[src/rtl/hazard_stall_controller.sv]
// Hazard detection and stall/flush sequencing for a five-stage MIPS pipeline, including
// the mult/div start/busy/done sequencer with HI/LO interlock and a saturating stall counter.
module hazard_stall_controller #(
  parameter int DIV_CYCLES = 32,
  parameter int CNT_W      = 32
) (
  input  logic             clk,
  input  logic             rst_n,
  input  logic             ID_EX_MemRead,
  input  logic             ID_EX_RegWrite,
  input  logic [4:0]       ID_EX_RegisterRd,
  input  logic             ID_EX_MultDiv,
  input  logic             EX_MEM_MemRead,
  input  logic [4:0]       EX_MEM_RegisterRd,
  input  logic [4:0]       IF_ID_RegisterRs,
  input  logic [4:0]       IF_ID_RegisterRt,
  input  logic             ID_UsesRt,
  input  logic             ID_IsBranch,
  input  logic             ID_BranchTaken,
  input  logic             ID_Jump,
  input  logic             ID_HiLoUse,
  output logic             PCWrite,
  output logic             IF_ID_Write,
  output logic             IF_ID_Flush,
  output logic             ID_EX_Bubble,
  output logic             MD_Start,
  output logic             MD_Busy,
  output logic             MD_Done,
  output logic [CNT_W-1:0] StallCycles
);

  // state   | meaning
  // RUN     | no mult/div in flight; a mult/div entering EX launches the unit
  // MD_BUSY | mult/div in flight; HI/LO readers interlocked until the done cycle
  typedef enum logic {RUN, MD_BUSY} state_t;

  localparam logic [5:0] CNT_LOAD = 6'(DIV_CYCLES - 1);

  state_t           state_q, state_d;
  logic [5:0]       cnt_q, cnt_d;
  logic [CNT_W-1:0] stall_cnt_q, stall_cnt_d;

  logic md_start, md_done, busy;
  logic load_use, br_ex, br_mem, hilo, stall;

  function automatic logic src_match(input logic [4:0] r, input logic [4:0] rs,
                                     input logic [4:0] rt, input logic uses_rt);
    return (r != 5'd0) && ((r == rs) || (uses_rt && (r == rt)));
  endfunction

  always_comb begin
    state_d  = state_q;
    cnt_d    = cnt_q;
    md_start = 1'b0;
    md_done  = 1'b0;
    unique case (state_q)
      RUN: begin
        if (ID_EX_MultDiv) begin
          md_start = 1'b1;
          cnt_d    = CNT_LOAD;
          state_d  = MD_BUSY;
        end
      end
      MD_BUSY: begin
        if (cnt_q == 6'd0) begin
          md_done = 1'b1;
          state_d = RUN;
        end else begin
          cnt_d = cnt_q - 6'd1;
        end
      end
      default: state_d = RUN;
    endcase
  end

  assign busy = (state_q == MD_BUSY);

  always_comb begin
    load_use = ID_EX_MemRead &
               src_match(ID_EX_RegisterRd, IF_ID_RegisterRs, IF_ID_RegisterRt, ID_UsesRt);
    br_ex    = ID_IsBranch & ID_EX_RegWrite &
               src_match(ID_EX_RegisterRd, IF_ID_RegisterRs, IF_ID_RegisterRt, ID_UsesRt);
    br_mem   = ID_IsBranch & EX_MEM_MemRead &
               src_match(EX_MEM_RegisterRd, IF_ID_RegisterRs, IF_ID_RegisterRt, ID_UsesRt);
    // HI/LO become valid at the end of the done cycle, so the reader is released in it
    hilo     = ID_HiLoUse & busy & ~md_done;
    stall    = rst_n & (load_use | br_ex | br_mem | hilo);
  end

  // While reset is held every output is forced, independent of the inputs
  always_comb begin
    PCWrite      = rst_n & ~stall;
    IF_ID_Write  = rst_n & ~stall;
    ID_EX_Bubble = ~rst_n | stall;
    IF_ID_Flush  = rst_n & (ID_BranchTaken | ID_Jump) & ~stall;
    MD_Start     = rst_n & md_start;
    MD_Busy      = rst_n & busy;
    MD_Done      = rst_n & md_done;
    StallCycles  = stall_cnt_q;
  end

  always_comb begin
    stall_cnt_d = stall_cnt_q;
    if (stall && (stall_cnt_q != {CNT_W{1'b1}})) stall_cnt_d = stall_cnt_q + CNT_W'(1);
  end

  always_ff @(posedge clk or negedge rst_n) begin
    if (!rst_n) begin
      state_q     <= RUN;
      cnt_q       <= 6'd0;
      stall_cnt_q <= '0;
    end else begin
      state_q     <= state_d;
      cnt_q       <= cnt_d;
      stall_cnt_q <= stall_cnt_d;
    end
  end

endmodule

[config.mk]
export PLATFORM = sky130hd
export DESIGN_NAME = hazard_stall_controller
export DESIGN_NICKNAME = d
export VERILOG_FILES = /design/src/rtl/hazard_stall_controller.sv
export SDC_FILE = /design/constraint.sdc
export NUM_CORES = 1
export LEC_CHECK = 0
export ABC_AREA = 1
export CAP_MARGIN = 0
export CELL_PAD_IN_SITES_DETAIL_PLACEMENT = 1
export CELL_PAD_IN_SITES_GLOBAL_PLACEMENT = 1
export CORE_UTILIZATION = 30
export CTS_CLUSTER_SIZE = 40
export DETAILED_ROUTE_END_ITERATION = 16
export PLACE_DENSITY = 0.71
export SYNTH_ARGS = -nofsm -noshare
export SYNTH_HDL_FRONTEND = slang
export SYNTH_SLANG_ARGS = --single-unit
export TNS_END_PERCENT = 50
[constraint.sdc]
create_clock -name clk -period 4.1 [get_ports clk]
set_input_delay 0.615 -clock clk [delete_from_list [all_inputs] [get_ports clk]]
set_output_delay 0.615 -clock clk [all_outputs]
set_load 0.02 [all_outputs]
==> metrics, run 1 <==
outcome=finished clean; Seq/Total Area, Yosys=32.3%; P per Cell Area=275 nW/µm²; DRC=0; Synthesized Nets=512; Cells after Synth=479; DR WL/cell=14.1 µm; die area=10500 µm²; Clk pin slew, worst setup/hold paths=0.08 ns; Fin. Hold Viols=0; R2R depth=9; Synth warnings=0; CP required=3.48 ns; synthesized flop and latch total=39; share of the synthesized area in the top cell type=32.3%; share of cells above drive strength 1=4.58%; Post-CTS Hold Fix Bufs=0; post-cts resize count=0; RD Place Congestion=0.862; fin. max-slew vios=0; Synth Flop Type=dfrtp_1; Net count, final=578; drt total wl=9.56 mm; CP max FO=5; Setup crit end=IF_ID_Flush; GRT overflow=0; ratio of final minimum period to clock period=76.6%; Initial DRC Count=55; EDFF count, synth=0; Initial Util=30.9%; Setup crit start=cnt_q[0]; # fillers=1309; Max-slew headroom=54.1%; Die Y=102 µm; Worst-Margin Slew=0.684 ns; vias in the first global route=3556; unrepaired setup endpoints after global routing=false; Post-DP HPWL=7.64 mm; final setup fails=0; Min-Delay Path Class=input port to asynchronous set/reset pin; reg2reg setup slack=1.67 ns; worst-skew pair later-pin latency=0.30 ns; Worst VDD drop=0.000165 V; initial antenna violation count=0; Core Util, Final=40.1%; Clock Tree Root=clkbuf_8; H-tree Lvls=2; largest net degree at the start of global routing=52; CTS buffer count=5; DIE WIDTH=102 µm; number of max-cap violations=0; Inst Count DP=671; async set or reset register ratio after synthesis=100%; Top Ports=70; Port Buf Inserts=69; DR vias/cell=4.84; Pleak=1.87 nW; Mapped Avg Cell Area=6.31 µm²; Fmax=318 MHz; cell accounting for the most synthesized area=dfrtp_1; Setup Buffers After CTS=0; first-pass GRT wire length=16.5 mm; minimum clock period=3.14 ns; gr usage total=20.1%; FP Rows=36; synthesized area=3020 µm²; Layout area overhead=29.5%; Setup TNS=0 ns; R2R Path Start=StallCycles[0]; clock skew=0.0124 ns; antenna-violating nets left=0; reg2reg end=StallCycles[2]; CTS Buffer Depth=2; CTS tree=done; vias after detailed routing=3283; CP endpoint kind=output port; DR pass1 iterations=4; Area contributors post-synth=dfrtp_1 32%, nand2_1 26%, nand4_1 8.1%; critical path type=register to output port; Clock Sinks=39; Worst Path Arrival=2.53 ns; n_diodes=0; Core ar.=9770 µm²; post-synth cell types=27; non-filler cells, final=679; CP Launch Type=register
==> through the flow <==
step | instance area [µm²] | hold WS [ns] | power [W] | setup WS [ns]
after floorplan | 3020 | 0.319 | 0.000620 | 1.65
after global placement | 3800 | 0.496 | 0.000740 | 1.02
after detailed placement | 3800 | 0.510 | 0.000751 | 0.986
after CTS | 3920 | 0.361 | 0.00109 | 0.899
after global routing | 3920 | 0.386 | 0.00114 | 0.679
final | 3920 | 0.365 | 0.00108 | 0.958
==> flip-flops by register name (all words and copies together), names as in the netlist <==
| register | count |
|---|---|
| StallCycles | 32 |
| busy | 1 |
| cnt_q | 6 |
==> report_power, final <==
part	internal [W]	switching (W)	total [W]	leakage (nW)
clock	0.000181	0.000153	0.000334	0.0581
combinational	0.000120	0.000161	0.000281	1.30
sequential	0.000415	0.0000470	0.000462	0.520
==> logic make-up (layout without fill, tap and decap cells) <==
| logic type | Yosys count | count (layout) | share of synthesized area (%) |
|---|---|---|---|
| and+or+nand+nor | 349 | 349 | 50.2 |
| buffers and inverters | 60 | 127 | 9.11 |
| DFF | 39 | 39 | 32.3 |
| xor gates and xnor gates | 21 | 21 | 6.08 |
| AOI/OAI and AO/OA | 8 | 8 | 1.53 |
| adders and majority gates | 2 | 2 | 0.828 |
==> critical path, stage by stage (launching register included) <==
cell and delay [ns]:
dfrtp_1 0.38, inv_1 0.09, ha_1 0.18, inv_1 0.05, nor2_1 0.18, nand3_1 0.15, nand2_2 0.14, inv_2 0.06
nand2_1 0.10, nand4_1 0.17, nor2_1 0.12, clkdlybuf4s50_1 0.61
==> Yosys cell counts, types with 2 or more instances <==
master and number:
dfrtp_1 39, ha_1 2, nor3_1 11, nand3_2 2
nand3b_1 6, inv_2 3, buf_4 2, buf_1 2
nand2_2 3, o21ai_0 5, inv_1 43, nand3_1 18
nand2_1 208, buf_6 5, nand4_1 39, xnor2_1 7
xor2_1 14, buf_2 4, nor2_1 58
==> layout by cell type (no fill, tap or decap), types with 2 or more instances in the layout <==
| master | n |
|---|---|
| nand2_1 | 208 |
| clkdlybuf4s50_1 | 68 |
| nor2_1 | 58 |
| inv_1 | 43 |
| dfrtp_1 | 39 |
| nand4_1 | 39 |
| nand3_1 | 18 |
| xor2_1 | 14 |
| nor3_1 | 11 |
| xnor2_1 | 7 |
| nand3b_1 | 6 |
| o21ai_0 | 5 |
| clkbuf_8 | 5 |
| buf_4 | 4 |
| nand2_2 | 3 |
| inv_2 | 3 |
| nand3_2 | 2 |
| ha_1 | 2 |
==> metal layers <==
metal | GRT usage [%] | up-vias | wire length (µm)
li1 | - | 1656 | -
met1 | 24.4 | 1559 | 4490
met2 | 37.0 | 58 | 4670
met3 | 3.01 | 10 | 267
met4 | 4.84 | 0 | 138
met5 | 0 | - | 0
==> final cells by class <==
| cell class | instances | area, µm² | share of cell area [%] |
|---|---|---|---|
| Clock inverter | 3 | 43.8 | 1.12 |
| Multi-Input combinational cell | 380 | 1770 | 45.3 |
| Tap cell | 133 | 166 | 4.25 |
| Sequential cell | 39 | 976 | 24.9 |
| Clock buffer | 5 | 68.8 | 1.76 |
| Inverter | 46 | 173 | 4.41 |
| Timing Repair Buffer | 73 | 716 | 18.3 |
==> worst min-delay path by stage <==
stage / end / from / slack (ns)
CTS: StallCycles[26] / rst_n / 0.36
detailed placement: cnt_q[4] / cnt_q[4] / 0.51
floorplan: StallCycles[0] / rst_n / 0.32
global placement: cnt_q[4] / cnt_q[4] / 0.50
global route: StallCycles[3] / rst_n / 0.39
finish: cnt_q[1] / rst_n / 0.36
No activity file was read; power rests on OpenSTA's default activity.
==> inputs of run 2 (changes only) <==
--- a/config.mk
+++ b/config.mk
@@ -12,7 +12,7 @@
 export CORE_UTILIZATION = 30
 export CTS_CLUSTER_SIZE = 40
 export DETAILED_ROUTE_END_ITERATION = 16
-export PLACE_DENSITY = 0.71
+export PLACE_DENSITY = 0.74
 export SYNTH_ARGS = -nofsm -noshare
 export SYNTH_HDL_FRONTEND = slang
 export SYNTH_SLANG_ARGS = --single-unit
==> constraint.sdc (replaced) <==
create_clock -name clk -period 2.53 [get_ports clk]
set_input_delay 0.3795 -clock clk [delete_from_list [all_inputs] [get_ports clk]]
set_output_delay 0.3795 -clock clk [all_outputs]
set_load 0.02 [all_outputs]
==> run 2 against run 1 <==
Via count increased by 1.0%. Flip-flop and latch count unchanged. Cell area up 0.86%. Utilization up 0.35 points. Sequential share of layout area decreased by 0.21 points. Wire length up 3.1%. Global-route usage is 0.21 points higher. Clock skew is 0.0014 ns lower. Critical endpoint is now IF_ID_Write.
==> metrics, run 2 (same netlist as run 1, synthesis figures left out) <==
vias after detailed routing=3316; reg2reg end=StallCycles[11]; gr usage total=20.3%; reg2reg setup slack=0.38 ns; FP Rows=36; Reg area=976 µm²; CP endpoint kind=output port; unrepaired setup endpoints after global routing=true; CP max stage delay=0.39 ns; Worst Path Arrival=2.10 ns; Clock Sinks=39; Max-slew headroom=57.7%; non-filler cells, final=687; Clk pin slew, worst setup/hold paths=0.10 ns; first-pass GRT wire length=16.7 mm; Initial DRC Count=98; antenna-violating nets left=0; Fmax=403 MHz; Most common cell on crit path=inv_1; leading cell type in the layout, fill and taps excluded=nand2_1; DR WL/cell=14.3 µm; CTS buffer count=5; R2R depth=9; CTS tree=done; setup ws final=0.0503 ns; DRC=0; Min-Delay Path Class=input port to asynchronous set/reset pin; drt total wl=9.86 mm; R2R Path Start=StallCycles[0]; CP max FO=3; critical path type=register to output port; CTS Buffer Depth=2; Initial Util=30.9%; clock skew=0.0110 ns; Layout area overhead=30.6%; multi-input logic area=1770 µm²; largest net degree at the start of global routing=51; Worst-Margin Slew=0.629 ns; outcome=finished clean; CP required=2.15 ns; CP Cell Sequence=inv_1 > ha_1 > inv_1 > nor2_1 > nand3_1 > nand2_2 > inv_2 > nand2_1 > nand4_1 > inv_1 > dlygate4sd2_1; CP Launch Type=register; final setup fails=0; pre-CTS WS=-0.0930 ns; RD Place Congestion=0.880; DR vias/cell=4.83; fin. max-slew vios=0; initial antenna violation count=0; share of cells above drive strength 1=6.14%; Setup TNS=0 ns; H-tree Lvls=2; Die Y=102 µm; Bufs and invs on worst path=5; minimum clock period=2.48 ns; Top Ports=70; GRT overflow=0; slowest cell on the critical path=dfrtp_1; Inst Count DP=679; Clock Tree Root=clkbuf_8; DR pass1 iterations=4; # fillers=1318; Net count, final=586; Core Util, Final=40.4%; n_diodes=0; die area=10500 µm²; number of max-cap violations=0; Post-DP HPWL=7.87 mm; Fin. Hold Viols=0; max FFs per register=32; Port Buf Inserts=69; commonest non-fill, non-tap cells in the layout=208 x nand2_1, 63 x clkdlybuf4s50_1, 58 x nor2_1; Setup Buffers After CTS=0; ratio of final minimum period to clock period=98.0%; worst-skew pair later-pin latency=0.31 ns; DIE WIDTH=102 µm; CP delay by family, top=buffers and inverters; vias in the first global route=3564; Core ar.=9770 µm²; Total Power=0.00168 W; P per Cell Area=426 nW/µm²; Worst VDD drop=0.000231 V; Pleak=1.92 nW
-- run 2: cell count changes in the layout (fill, tap and decap cells not counted), sizes merged, moves of 2 or more --
cell / before / now
clkinvlp: 0 / 2
dlygate4sd2: 0 / 3
buf: 5 / 13
clkinv: 2 / 0
clkdlybuf4s50: 68 / 63
-- run 2: metrics by stage --
step                hold slack (ns)  instance area [µm²]
floorplan                    0.0839                 3020
global placement              0.494                 3860
detailed placement            0.519                 3860
CTS                           0.195                 3950
global route                  0.202                 3950
finish                        0.171                 3950
-- run 2: cell type report --
| cell class | instances | share of cell area [%] |
|---|---|---|
| multi-input combinational | 380 | 44.9 |
| clock inverter | 3 | 0.602 |
| timing repair buffer | 81 | 19.5 |
| sequential | 39 | 24.7 |
| clock buffer | 5 | 1.74 |
| inverter | 46 | 4.37 |
| tap | 133 | 4.21 |
-- run 2: metal layers --
| layer | vias up | share of wire [%] | GRT usage [%] |
|---|---|---|---|
| met5 | - | 0 | 0 |
| met4 | 0 | 0.87 | 4.07 |
| met3 | 7 | 3.4 | 3.01 |
| met2 | 59 | 50 | 37.6 |
| met1 | 1587 | 46 | 24.8 |
| li1 | 1663 | - | - |
-- run 2: worst max path at each step --
| stage | start | end | slack, ns | cells after the start |
|---|---|---|---|---|
| after floorplan | cnt_q[0] | PCWrite | 0.31 | 11 |
| after global placement | ID_EX_RegisterRd[4] | ID_EX_Bubble | -0.07 | 10 |
| after detailed placement | ID_EX_RegisterRd[3] | IF_ID_Flush | -0.09 | 11 |
| after CTS | cnt_q[0] | IF_ID_Flush | 0.02 | 11 |
| after global routing | cnt_q[0] | PCWrite | -0.13 | 11 |
| final | cnt_q[0] | IF_ID_Write | 0.05 | 11 |
-- run 2: repair_timing --
action | CTS | global route
endpoints found under the setup margin | 4 | 5
hold buffers | 0 | 0
hold endpoints to repair | 0 | 0
gates resized for setup | 4 | 3
cloned | 0 | 0
-- run 2: report_power, final --
| group | total, W | leakage (nW) | switching [W] | internal, W |
|---|---|---|---|---|
| sequential | 0.000749 | 0.520 | 0.0000757 | 0.000673 |
| clock | 0.000470 | 0.0408 | 0.000272 | 0.000198 |
| combinational | 0.000461 | 1.36 | 0.000262 | 0.000199 |
| total | 0.00168 | 1.92 | 0.000610 | 0.00107 |
-- run 2: worst reg2reg max path, cell delays in order (launching register included) --
cell and delay, ns:
dfrtp_1 0.50, ha_1 0.32, nand3_2 0.18, inv_2 0.13, nand2_2 0.12, nor2_4 0.16
nand2_2 0.12, nand3_4 0.34, nand2_1 0.14, nand2_1 0.09
